===== config.mk =====
export PLATFORM = sky130hd
export DESIGN_NAME = guess_scorer
export DESIGN_NICKNAME = d
export VERILOG_FILES = /design/src/rtl/guess_scorer_pkg.sv /design/src/rtl/guess_scorer_key_debouncer.sv /design/src/rtl/guess_scorer.sv
export SDC_FILE = /design/constraint.sdc
export NUM_CORES = 1
export LEC_CHECK = 0
export BUFFER_PORTS_ARGS = -buffer_cell sky130_fd_sc_hd__clkbuf_2
export CAP_MARGIN = 15
export CORE_MARGIN = 8
export CORE_UTILIZATION = 55
export DETAILED_ROUTE_END_ITERATION = 12
export HOLD_SLACK_MARGIN = 0.15
export PLACE_DENSITY_LB_ADDON = 0.1
export SYNTH_ARGS = -nofsm -noshare
export SYNTH_HDL_FRONTEND = slang
export SYNTH_SLANG_ARGS = --single-unit

===== constraint.sdc =====
create_clock -name clk -period 2.05 [get_ports clk]
set_input_delay 0.41 -clock clk [delete_from_list [all_inputs] [get_ports clk]]
set_output_delay 0.41 -clock clk [all_outputs]
set_load 0.05 [all_outputs]

===== src/rtl/guess_scorer_pkg.sv =====
// Shared definitions for the challenge path: round states and default challenge geometry.
// Also imported by the challenge generator so both ends agree on symbol packing.
package guess_scorer_pkg;

  localparam int unsigned DefDigits = 3;
  localparam int unsigned DefSymW   = 2;

  typedef logic [1:0] state_t;

  localparam state_t StIdle  = 2'd0;
  localparam state_t StArmed = 2'd1;
  localparam state_t StJudge = 2'd2;

endpackage


===== src/rtl/guess_scorer_key_debouncer.sv =====
// Pushbutton conditioner: 2-flop synchronizer, stability counter, and a one-cycle
// event on each debounced press (high-to-low). Releases produce no event.
module guess_scorer_key_debouncer #(
  parameter int unsigned DEBOUNCE_CYCLES = 500000
) (
  input  logic clk,
  input  logic clear_b,
  input  logic key_n,
  output logic press
);

  localparam int unsigned CntW = (DEBOUNCE_CYCLES > 1) ? $clog2(DEBOUNCE_CYCLES + 1) : 1;
  localparam logic [CntW-1:0] CntLast = CntW'(DEBOUNCE_CYCLES - 1);

  logic [1:0]      sync_q;
  logic            level_q, level_d;
  logic [CntW-1:0] cnt_q, cnt_d;
  logic            press_q, press_d;

  always_comb begin
    level_d = level_q;
    cnt_d   = '0;
    press_d = 1'b0;
    // Counter only runs while the synchronized key disagrees; any bounce restarts it.
    if (sync_q[1] != level_q) begin
      if (cnt_q == CntLast) begin
        level_d = sync_q[1];
        press_d = ~sync_q[1];
      end else begin
        cnt_d = cnt_q + CntW'(1);
      end
    end
  end

  always_ff @(posedge clk or negedge clear_b) begin
    if (!clear_b) begin
      sync_q  <= 2'b11;
      level_q <= 1'b1;
      cnt_q   <= '0;
      press_q <= 1'b0;
    end else begin
      sync_q  <= {sync_q[0], key_n};
      level_q <= level_d;
      cnt_q   <= cnt_d;
      press_q <= press_d;
    end
  end

  assign press = press_q;

endmodule


===== src/rtl/guess_scorer.sv =====
// Challenge consumer: accepts a challenge, waits for a debounced guess submission or
// a timeout, then scores the round into per-digit lamps and saturating hit/miss counts.
module guess_scorer
  import guess_scorer_pkg::*;
#(
  parameter int unsigned DIGITS          = DefDigits,
  parameter int unsigned SYM_W           = DefSymW,
  parameter int unsigned SCORE_W         = 8,
  parameter int unsigned DEBOUNCE_CYCLES = 500000
) (
  input  logic                    clk,
  input  logic                    clear_b,
  input  logic                    chal_valid,
  input  logic [DIGITS*SYM_W-1:0] chal_sym,
  output logic                    chal_ready,
  input  logic                    submit_n,
  input  logic [DIGITS*SYM_W-1:0] guess,
  input  logic                    time_up,
  output logic [DIGITS-1:0]       match,
  output logic [SCORE_W-1:0]      hit_count,
  output logic [SCORE_W-1:0]      miss_count,
  output logic                    hit,
  output logic                    round_done
);

  localparam logic [SCORE_W-1:0] ScoreMax = '1;

  state_t                    state_q, state_d;
  logic [DIGITS*SYM_W-1:0]   chal_q, chal_d;
  logic [DIGITS*SYM_W-1:0]   guess_q, guess_d;
  logic [DIGITS-1:0]         match_q, match_d;
  logic [DIGITS-1:0]         digit_eq;
  logic [SCORE_W-1:0]        hit_cnt_q, hit_cnt_d;
  logic [SCORE_W-1:0]        miss_cnt_q, miss_cnt_d;
  logic                      hit_q, hit_d;
  logic                      done_q, done_d;
  logic                      ready_q, ready_d;
  logic                      press_event;

  guess_scorer_key_debouncer #(
    .DEBOUNCE_CYCLES(DEBOUNCE_CYCLES)
  ) u_submit_debounce (
    .clk    (clk),
    .clear_b(clear_b),
    .key_n  (submit_n),
    .press  (press_event)
  );

  always_comb begin
    digit_eq = '0;
    for (int i = 0; i < int'(DIGITS); i++) begin
      digit_eq[i] = (guess_q[i*SYM_W +: SYM_W] == chal_q[i*SYM_W +: SYM_W]);
    end
  end

  always_comb begin
    state_d    = state_q;
    chal_d     = chal_q;
    guess_d    = guess_q;
    match_d    = match_q;
    hit_cnt_d  = hit_cnt_q;
    miss_cnt_d = miss_cnt_q;
    hit_d      = 1'b0;
    done_d     = 1'b0;

    case (state_q)
      StIdle: begin
        if (chal_valid && ready_q) begin
          chal_d  = chal_sym;
          state_d = StArmed;
        end
      end
      StArmed: begin
        // A press in the same cycle as time_up takes priority.
        if (press_event) begin
          guess_d = guess;
          state_d = StJudge;
        end else if (time_up) begin
          match_d = '0;
          if (miss_cnt_q != ScoreMax) miss_cnt_d = miss_cnt_q + SCORE_W'(1);
          done_d  = 1'b1;
          state_d = StIdle;
        end
      end
      StJudge: begin
        match_d = digit_eq;
        if (&digit_eq) begin
          if (hit_cnt_q != ScoreMax) hit_cnt_d = hit_cnt_q + SCORE_W'(1);
          hit_d = 1'b1;
        end else begin
          if (miss_cnt_q != ScoreMax) miss_cnt_d = miss_cnt_q + SCORE_W'(1);
        end
        done_d  = 1'b1;
        state_d = StIdle;
      end
      default: state_d = StIdle;
    endcase

    ready_d = (state_d == StIdle);
  end

  always_ff @(posedge clk or negedge clear_b) begin
    if (!clear_b) begin
      state_q    <= StIdle;
      chal_q     <= '0;
      guess_q    <= '0;
      match_q    <= '0;
      hit_cnt_q  <= '0;
      miss_cnt_q <= '0;
      hit_q      <= 1'b0;
      done_q     <= 1'b0;
      ready_q    <= 1'b1;
    end else begin
      state_q    <= state_d;
      chal_q     <= chal_d;
      guess_q    <= guess_d;
      match_q    <= match_d;
      hit_cnt_q  <= hit_cnt_d;
      miss_cnt_q <= miss_cnt_d;
      hit_q      <= hit_d;
      done_q     <= done_d;
      ready_q    <= ready_d;
    end
  end

  assign chal_ready = ready_q;
  assign match      = match_q;
  assign hit_count  = hit_cnt_q;
  assign miss_count = miss_cnt_q;
  assign hit        = hit_q;
  assign round_done = done_q;

endmodule


==> run summary <==
The sequential element share of the synthesized area is 0.555, and the standby leakage power is 1.49 nW. The via count of the first global-routing pass came out at 1961. The power density over cell area is 1030 nW/um^2.

The critical path is of the flop to flop type. Summed over all nets, the half-perimeter wirelength after detailed placement is 3470 um. After clock tree synthesis, the repair step resized 0 gates. The routed layout has 1850 vias. Setup violations remaining at the end of the flow were counted as 0.

The floorplan step defined a die boundary enclosing 7340 sq um. After the last flow step, the layout net total stands at 308. The largest net degree at the start of global routing is 60, and the total detailed-routing wirelength is 4890 um.

The logs give 0.734 for the headroom to the max-slew limit and 25 for the number of rows in the core area. The number of placed instances, taps included, is 326. The number of antenna cells inserted was 0; the clock latency at the later pin of the worst-skew pair was 0.32 ns. In this run the cell area of the synthesized design comes to 2670 sq um.

The run gives 2 as the number of hold buffers added after cts. The xor/xnor share of the synthesized area is 0.115. The dominant combinational cell family by area after synthesis is simple AND/OR/NAND/NOR gates. The count of mapped cells out of synthesis came out at 233. Before antenna repair, the detailed router went through 4 iterations. After detailed placement, the total cell area comes to 2950 sq um.

For the final database, setup skew stands at 0.00864 ns. For the remaining number of nets flagged by the antenna check after routing, the log shows 0. The top cell types in the final layout, fill and taps aside, are dfrtp_1, clkbuf_2, nor2_1. The flow ran to the end, and the final reports show no timing, DRC or antenna violations. In this run the standard cell core region covers 4690 sq um.

The maximum clock frequency was 0.531 GHz. The number of failing hold endpoints at the final stage is 0. The portion of the clock cycle consumed by the worst path in the final layout was 0.918; the number of clock sinks seen by CTS was 59.

The remaining routing DRC violations is 0, and the vias per cell is 5.38. After routing the design area is 3150 sq um. The number of distinct library cells after synthesis was 36; the area fraction in compound gates after synthesis was 0.0286. Yosys printed 0 warnings. Synthesis produced a netlist with a net count of 256. The maximum fanout along the worst path came out at 7. The total routing resource utilization after global routing came out at 0.150. The layout overhead on the synthesized area came out at 18.1%. At the pin with the least slew margin, the transition time is 0.396 ns.

The maximum VDD drop was 0.000690 V. Setup repair after global routing left no endpoint under its margin. The number of buffers created by CTS is 9. The tools report the total of max-cap violations as 0. The initial standard-cell utilization of the core was 0.569. After clock tree synthesis, the clock-pin slew on the worst setup and hold paths is 0.07 ns. The run gives 0 ns as the final total negative setup slack.

The data arrival time of the worst path came out at 2.10 ns. TritonCTS built the clock tree. The overall die height was 85.7 um. The worst setup path is launched from a flop.

For the worst setup path, the data required time is 2.26 ns. Area share of fa/ha/maj cells after synthesis: 0.0281. The count of input and output buffers was 38; the number of setup buffers added after CTS was 0.

After synthesis, the mean cell area works out to 11.5 sq um. Synthesis inferred 59 register bits. The routed length per placed instance was 14.2 um; the width of the die was 85.7 um.

The clock period could shrink to 1.88 ns. The tools report the global-route wire length before repair as 8630 um. The global route total overflow came out at 0.

Leaving out fill and tap cells, the most frequent cell in the layout is dfrtp_1. The proportion of layout cells with a drive suffix above 1 is 0.283, and the CTS H-tree depth is 3. The longest clock path from root to sink contains 2 buffers. The run gives 79 as the number of design-rule violations left by the first detailed-router iteration. The fraction of the mapped netlist area in simple logic gates was 0.197; the initial antenna violation count was 0. The tools report the routability congestion estimate from global placement as 0.824. For the number of top-level pins, the log shows 39.

Number of filler instances in the final layout: 380. The kind of capture point of the worst setup path is a flop. The multiplexer share of the synthesized area was 0.0674; the final max-slew violation count was 0. In this run the worst hold path is classified as input pin to flop. The cell sitting at the root of the clock tree is a clkbuf_8. For this run, the number of standard cells in the final layout without fillers is 344.
state kept, by name, indices dropped and copies added (netlist names):
signal                     count
state_q                        2
chal_ready                     1
u_submit_debounce.sync_q       2
u_submit_debounce.level_q      1
hit_count                      8
round_done                     1
match                          3
guess_q                        6
hit                            1
miss_count                     8
u_submit_debounce.cnt_q       19
chal_q                         6
u_submit_debounce.press        1
worst max-delay path, stage by stage (launching register included):
cell and delay [ns]:
dfrtp_1 0.42, ha_1 0.23, and3_1 0.21, nand3_1 0.10
nand3_1 0.21, or2_1 0.32, mux2_2 0.28
logic make-up (layout without fill, tap and decap cells):
logic type | after synthesis | in the layout
AO/OA/AOI/OAI | 13 | 13
XOR/XNOR | 35 | 35
adder cells (fa/ha/maj) | 6 | 6
buffers and inverters | 6 | 63
flip-flops | 59 | 59
multiplexers | 16 | 16
AND/OR/NAND/NOR | 98 | 98
layout make-up:
cell class	count	area (sq um)	area share
flip-flops and latches	59	1480	0.470
multi-input cells	168	1160	0.369
repair buffers	42	238	0.0754
clock buffers	11	131	0.0417
well taps	54	67.6	0.0214
clock inverters	5	53.8	0.0171
inverters	5	18.8	0.00595
cells in the mapped netlist, drive strengths merged:
cell type,instances,share of area
and3,9,0.025
dfstp,4,0.039
nor3,5,0.014
and4,1,0.0033
or2,1,0.0023
nand3,17,0.032
nor3b,3,0.0084
or3,2,0.0047
nand2,20,0.029
nor4,2,0.0047
nor2,25,0.039
nor2b,1,0.0023
a31oi,2,0.0047
a22oi,2,0.0056
mux2,16,0.067
a21oi,2,0.0052
buf,1,0.0028
o21ai,7,0.013
nor4b,1,0.0033
nand2b,1,0.0023
and4b,1,0.0037
nand4,8,0.021
inv,5,0.0070
ha,6,0.028
and2,1,0.0023
xor2,18,0.059
dfrtp,55,0.52
xnor2,17,0.056
layer usage:
layer,global-route usage,share of wire
met1,0.179,0.47
met2,0.236,0.47
met3,0.0420,0.043
met4,0.0924,0.017
met5,0,0
power breakdown:
| part | switching, mW | total (mW) | internal [mW] |
|---|---|---|---|
| registers | 0.127 | 1.46 | 1.33 |
| clock network | 0.429 | 0.986 | 0.557 |
| logic | 0.517 | 0.812 | 0.294 |
final timing paths:
path / slack [ns] / from / cells after the start / to
max in group asynchronous: 1.13 / clear_b / 3 / u_submit_debounce.level_q$_DFFE_PN1P_
max: 0.17 / miss_count[0]$_DFFE_PN0P_ / 6 / miss_count[1]$_DFFE_PN0P_
min reg2reg: 0.36 / u_submit_debounce.sync_q[0]$_DFF_PN1_ / 0 / u_submit_debounce.sync_q[1]$_DFF_PN1_
max reg2reg: 0.17 / miss_count[0]$_DFFE_PN0P_ / 6 / miss_count[1]$_DFFE_PN0P_
min: 0.31 / guess[1] / 2 / guess_q[1]$_DFFE_PN0N_
min in group asynchronous: 0.62 / clear_b / 3 / u_submit_debounce.cnt_q[4]$_DFF_PN0_
through the flow:
stage / hold WS [ns] / setup WS, ns / power (mW) / utilization
6_report: 0.311 / 0.168 / 3.25 / 0.672
5_1_grt: 0.304 / 0.0802 / 3.44 / 0.672
4_1_cts: 0.294 / 0.155 / 3.30 / 0.672
3_5_place_dp: 0.348 / 0.168 / 2.30 / 0.629
3_3_place_gp: 0.347 / 0.190 / 2.28 / 0.629
2_1_floorplan: 0.114 / 0.100 / 2.08 / -
Power figures use the tool's default switching activity.
